$ cat config.mk
export PLATFORM = sky130hd
export DESIGN_NAME = quadrature_sampler
export DESIGN_NICKNAME = d
export VERILOG_FILES = /design/src/rtl/quad_pkg.sv /design/src/rtl/quad_wrap_delta.sv /design/src/rtl/quadrature_sampler.sv
export SDC_FILE = /design/constraint.sdc
export NUM_CORES = 1
export LEC_CHECK = 0
export ABC_AREA = 1
export ABC_CLOCK_PERIOD_IN_PS = 4100
export BUFFER_PORTS_ARGS = -buffer_cell sky130_fd_sc_hd__buf_2
export CORE_UTILIZATION = 25
export CTS_CLUSTER_DIAMETER = 80
export DETAILED_ROUTE_END_ITERATION = 12
export PLACE_DENSITY = 0.46
export SETUP_SLACK_MARGIN = 0.15
export SLEW_MARGIN = 20
export SYNTH_ARGS = -nofsm -noshare
export SYNTH_HDL_FRONTEND = slang
export SYNTH_SLANG_ARGS = --single-unit
export TNS_END_PERCENT = 10
$ cat constraint.sdc
create_clock -name clk -period 4.1 [get_ports clk]
set_clock_uncertainty 0.1 [all_clocks]
set_input_delay 0.82 -clock clk [delete_from_list [all_inputs] [get_ports clk]]
set_output_delay 0.82 -clock clk [all_outputs]
set_load 0.05 [all_outputs]
$ cat src/rtl/quad_pkg.sv
// quad_pkg: FSM state encodings shared by the quadrature decoder and sampler,
// plus a sign-extension helper for widening wrapped count deltas.
package quad_pkg;

  typedef logic [1:0] state_t;

  localparam state_t PRIME = 2'd0;
  localparam state_t IDLE  = 2'd1;
  localparam state_t RUN   = 2'd2;

  localparam int unsigned SEXT_MAX_W = 64;

  // Sign-extends the low from_w bits of value to the full SEXT_MAX_W width.
  // Callers truncate the result to their own target width.
  function automatic logic signed [SEXT_MAX_W-1:0] sign_extend(
    input logic [SEXT_MAX_W-1:0] value,
    input int unsigned           from_w
  );
    logic signed [SEXT_MAX_W-1:0] shifted;
    shifted = signed'(value << (SEXT_MAX_W - from_w));
    return shifted >>> (SEXT_MAX_W - from_w);
  endfunction

endpackage

$ cat src/rtl/quad_wrap_delta.sv
// quad_wrap_delta: combinational signed step between two samples of a
// free-running WIDTH-bit counter, valid across the wrap point.
module quad_wrap_delta
  import quad_pkg::*;
#(
  parameter int WIDTH = 8
) (
  input  logic [WIDTH-1:0]        count_i,
  input  logic [WIDTH-1:0]        prev_count_i,
  output logic signed [WIDTH-1:0] delta_o
);

  // Modular subtraction reinterpreted as signed yields the shortest step, so a
  // roll from 0xFF to 0x00 reads as +1 rather than -255.
  assign delta_o = signed'(count_i - prev_count_i);

endmodule

$ cat src/rtl/quadrature_sampler.sv
// quadrature_sampler: extends the decoder's wrapping count into a signed position and
// offers periodic velocity samples over valid/ready. Define QUAD_SAMPLER_INDEX_EN for index homing.
module quadrature_sampler
  import quad_pkg::*;
#(
  parameter int WIDTH     = 8,
  parameter int POS_WIDTH = 32,
  parameter int VEL_WIDTH = 16,
  parameter int PERIOD    = 1000
) (
  input  logic                 clk,
  input  logic                 rst,
  input  logic [WIDTH-1:0]     count,
  input  logic                 enable,
  output logic [POS_WIDTH-1:0] position,
  output logic [VEL_WIDTH-1:0] vel,
  output logic                 vel_valid,
  input  logic                 vel_ready,
  output logic                 overrun,
  input  logic                 overrun_clr
`ifdef QUAD_SAMPLER_INDEX_EN
  ,
  input  logic                 index,
  output logic                 homed
`endif
);

  localparam int TW = $clog2(PERIOD);

  if ((POS_WIDTH <= WIDTH) || (VEL_WIDTH < WIDTH) || (PERIOD < 2)) begin : g_bad_params
    $error("quadrature_sampler: illegal parameter combination");
  end

  state_t                       state_q, state_d;
  logic [TW-1:0]                timer_q, timer_d;
  logic [WIDTH-1:0]             prev_count_q;
  logic signed [POS_WIDTH-1:0]  pos_q, pos_d, pos_acc, base_q, base_d, step_ext;
  logic signed [WIDTH-1:0]      delta;
  logic [VEL_WIDTH-1:0]         vel_q, vel_d;
  logic                         valid_q, valid_d;
  logic                         overrun_q, overrun_d;
  logic                         accumulate, enter_run, tick, index_edge;

  quad_wrap_delta #(
    .WIDTH(WIDTH)
  ) u_wrap_delta (
    .count_i     (count),
    .prev_count_i(prev_count_q),
    .delta_o     (delta)
  );

  always_ff @(posedge clk or posedge rst) begin
    if (rst) state_q <= PRIME;
    else     state_q <= state_d;
  end

  // NOTE: every variable assigned in a combinational block gets a default first,
  // otherwise paths that skip the assignment infer a latch.
  always_comb begin
    state_d = state_q;
    case (state_q)
      PRIME:   state_d = enable ? RUN : IDLE;
      IDLE:    if (enable)  state_d = RUN;
      RUN:     if (!enable) state_d = IDLE;
      default: state_d = PRIME;
    endcase
  end

  always_comb begin
    accumulate = (state_q != PRIME);
    enter_run  = (state_q != RUN) && (state_d == RUN);
    tick       = (state_q == RUN) && enable && (timer_q == TW'(PERIOD - 1));
    timer_d    = '0;
    if ((state_q == RUN) && enable && !tick) timer_d = timer_q + TW'(1);
  end

`ifdef QUAD_SAMPLER_INDEX_EN
  logic index_q, homed_q;

  assign index_edge = index && !index_q;
  assign homed      = homed_q;

  always_ff @(posedge clk or posedge rst) begin
    if (rst) begin
      index_q <= 1'b0;
      homed_q <= 1'b0;
    end else begin
      index_q <= index;
      if (index_edge) homed_q <= 1'b1;
    end
  end
`else
  assign index_edge = 1'b0;
`endif

  // A tick measures from the pre-index position; base then follows whatever
  // position actually gets stored so the next sample starts from it.
  always_comb begin
    step_ext  = POS_WIDTH'(sign_extend(SEXT_MAX_W'(delta), WIDTH));
    pos_acc   = accumulate ? (pos_q + step_ext) : pos_q;
    pos_d     = index_edge ? '0 : pos_acc;
    base_d    = (enter_run || tick || index_edge) ? pos_d : base_q;
    vel_d     = vel_q;
    valid_d   = valid_q;
    overrun_d = overrun_q;
    if (tick) begin
      vel_d   = VEL_WIDTH'(pos_acc - base_q);
      valid_d = 1'b1;
    end else if (valid_q && vel_ready) begin
      valid_d = 1'b0;
    end
    if (tick && valid_q && !vel_ready) overrun_d = 1'b1;
    else if (overrun_clr)              overrun_d = 1'b0;
  end

  // NOTE: sequential state uses non-blocking assignments so every register
  // samples the pre-edge values, independent of statement order.
  always_ff @(posedge clk or posedge rst) begin
    if (rst) begin
      timer_q      <= '0;
      prev_count_q <= '0;
      pos_q        <= '0;
      base_q       <= '0;
      vel_q        <= '0;
      valid_q      <= 1'b0;
      overrun_q    <= 1'b0;
    end else begin
      timer_q      <= timer_d;
      prev_count_q <= count;
      pos_q        <= pos_d;
      base_q       <= base_d;
      vel_q        <= vel_d;
      valid_q      <= valid_d;
      overrun_q    <= overrun_d;
    end
  end

  assign position  = pos_q;
  assign vel       = vel_q;
  assign vel_valid = valid_q;
  assign overrun   = overrun_q;

endmodule

==> flow_metrics.py <==
metrics = {
    "synth": {
        "seq_area_frac_synth_pct": 34.75,
        "syn_area_sq_mm": 0.006192,
        "synth-simple-area-share_pct": 27.36,
        "synth_top_area_share_pct": 34.75,
        "synth_top_area_cell": "dfrtp_1",
        "ys_types": 40,
        "synth_area_leaders": "dfrtp_1, nand2_1, ha_1, inv_1, a21oi_1",
        "synth-async-reset-ratio_pct": 100.0,
        "muxShareOfSynthArea_pct": 0,
        "synth_xor_area_share_pct": 2.829,
        "synth_commonest_cells": "nand2_1, inv_1, dfrtp_1, nor2_1, a21oi_1",
        "synthAdderAreaFrac_pct": 11.88,
        "syn-num-nets": 918,
        "synth-compound-area-share_pct": 14.83,
        "ys.flop_type": "dfrtp_1",
        "synth_top_family_by_area": "simple AND/OR/NAND/NOR gates",
        "synth-seq-cells": 86,
        "synth_edf_count": 0,
        "syn_inst": 848,
        "ys_warn_count": 0,
        "syn_avg_cell_area_sq_um": 7.302,
        "yosysMostFrequentCell": "nand2_1",
    },
    "worst_setup_path": {
        "crit_required_ps": 4240,
        "r2r_slack_ps": 170,
        "endpoint": "vel[14]",
        "endpoint_kind": "register",
        "crit_arrival_ps": 4260,
        "crit_start": "count[2]",
        "timing.rr.end": "vel[14]",
        "critPathMaxFanout": 6,
        "critical_path_class": "input pin to register",
        "cp-start-kind": "input pin",
        "r2r_cells": 27,
        "rr_startpoint": "prev_count_q[2]",
    },
    "floorplanning": {
        "coreArea_sq_mm": 0.02432,
        "io_pins": 63,
        "die_area_sq_mm": 0.02540,
        "die_w_um": 159.4,
        "fp-row-count": 57,
        "die_y_um": 159.4,
        "initial_utilization_pct": 25.46,
    },
    "routing": {
        "drt_iter0_markers": 212,
        "via_count": 5974,
        "wl_per_cell_um": 13.12,
        "vias_per_cell": 4.348,
        "dr.pass1.iters": 5,
        "wl_um": 18030,
        "antenna_left": 0,
        "drc": 0,
    },
    "clock_tree": {
        "cts_max_level": 3,
        "cts_buffers": 9,
        "cts_tree": "yes",
        "cts_hold_buf": 0,
        "clk_pin_slew_ps": 70,
        "root_buffer": "clkbuf_16",
        "cts_buffer_depth": 2,
        "clkSinkCount": 86,
        "clk_latency_ps": 350,
    },
    "global_route": {
        "overflow": 0,
        "grt_max_degree": 39,
        "antenna_found_initial": 0,
        "track_usage_pct": 14.84,
        "first_global_vias": 5884,
        "grt_pass1_wl_um": 30120,
    },
    "finish": {
        "fillers": 2566,
        "drive_gt1_share_pct": 30.19,
        "multi_input_area_sq_mm": 0.003960,
        "diodes": 0,
        "nets": 1116,
        "area_delta_synth_final_pct": 39.20,
        "seq_area_sq_mm": 0.002152,
    },
    "run_status": {
        "status": "complete, but fails checks",
        "violations": "negative setup slack",
    },
    "place": {
        "io_buffers": 62,
        "gp_congestion": 0.9016,
        "dp_hpwl_um": 14400,
    },
    "sta": {
        "relSlewSlack_pct": 55.13,
        "finalCriticalPeriod_ps": 4122,
        "finalHoldViolations": 0,
        "slew_violations": 0,
        "setup_violations": 3,
        "fmax_mhz": 242.6,
        "timing.final.ws_setup_ps": -21.77,
        "rsz0062_at_grt": "yes",
        "worst_pin_slew_ps": 672.3,
        "fin_crit_sh_pct": 100.5,
        "hold_slack_ps": 377.8,
    },
    "min_path": {
        "hold_class": "register to register",
    },
    "flow_run": {
        "cap_violations": 0,
    },
}
==> kinds of logic (layout without fill, tap and decap cells) <==
group,count (synthesis),after routing
flops,86,86
compound gates,159,159
simple gates,390,390
buf+inv,136,338
fa+ha+maj,57,57
xor+xnor,20,20
==> worst min path at each step <==
| stage | startpoint | to | slack, ps | cells after the start |
|---|---|---|---|---|
| final | vel[12] | vel[12] | 380 | 2 |
| after CTS | timer_q[0] | timer_q[0] | 380 | 1 |
| after detailed placement | timer_q[0] | timer_q[0] | 360 | 1 |
| after floorplan | timer_q[0] | timer_q[0] | 330 | 1 |
| after global routing | vel[3] | vel[3] | 410 | 2 |
| after global placement | timer_q[0] | timer_q[0] | 360 | 1 |
==> timing repair <==
item / in CTS / in global routing
hold endpoints to repair: 0 / 0
setup buffers: 4 / 1
resized for setup: 23 / 17
pin swaps: 13 / 8
setup endpoints to repair: 11 / 17
==> cells in the final DEF, fill, tap and decap left out, types with 7 or more instances in the layout <==
cell / instances
a21oi_1: 44
a21oi_2: 15
a31oi_1: 13
buf_2: 62
buf_4: 135
clkbuf_16: 9
dfrtp_1: 86
ha_1: 34
ha_4: 20
inv_1: 117
inv_2: 7
nand2_1: 200
nand2_2: 14
nand3_1: 44
nand3_2: 7
nand4_1: 13
nor2_1: 64
nor2_2: 8
nor3_1: 9
o21ai_0: 31
o21ai_1: 21
o21ai_2: 7
o21bai_1: 8
or2_2: 10
xor2_1: 12
==> sequential cells by signal, summed over array words and instances (netlist names) <==
register / flops
state_q: 2
prev_count_q: 8
vel: 16
vel_valid: 1
overrun: 1
position: 32
base_q: 16
timer_q: 10
==> cell type report <==
class | instances | share of cell area (%)
flip-flops and latches | 86 | 24.97
multi-input cells | 626 | 45.94
well taps | 324 | 4.703
inverters | 125 | 5.458
clock buffers | 9 | 2.613
repair buffers | 198 | 15.49
clock inverters | 6 | 0.8274
==> worst max-delay path, cell delays in order <==
cell      delay, ps
buf_2           120
ha_4            240
a21oi_1         140
nand2_1          90
buf_4           150
nand4_1          90
nand3b_1        210
nand2_8         180
buf_6           160
ha_4            210
nand2_1         110
inv_1            70
nand2_1          70
nand2_1          60
o21bai_4        190
xnor2_1         210
a21oi_2         120
ha_4            300
nand2_1          60
nor2_2           90
nand3_1          90
nand4_1         130
nand2_1          60
nand2_1         100
a21oi_2          60
o21ai_1          80
nand2_1          60
==> stage by stage <==
stage / cells / setup slack [ps] / cell area, sq um / util [%] / TNS [ps]
floorplan: 848 / 7.765 / 6467 / - / 0
global placement: 1354 / -473.6 / 8120 / 33.39 / -4300
detailed placement: 1354 / -517.7 / 8120 / 33.39 / -4717
CTS: 1373 / -34.53 / 8544 / 35.13 / -110.5
global route: 1374 / -324.3 / 8620 / 35.44 / -2502
finish: 1374 / -21.77 / 8620 / 35.44 / -55.85
==> metal layers <==
layer / global-route usage (%) / up-vias / wire length [um] / part of all wire, %
met4: 3.715 / 0 / 328 / 1.8
met1: 20.04 / 2680 / 9062 / 50
met5: 0 / - / 0 / 0
met2: 24.36 / 83 / 8170 / 45
li1: - / 3190 / - / -
met3: 2.709 / 21 / 472 / 2.6
Power is left out: the tool's default activity adds up to more than one toggle a clock period on the data nets, which glitch-free logic cannot reach.
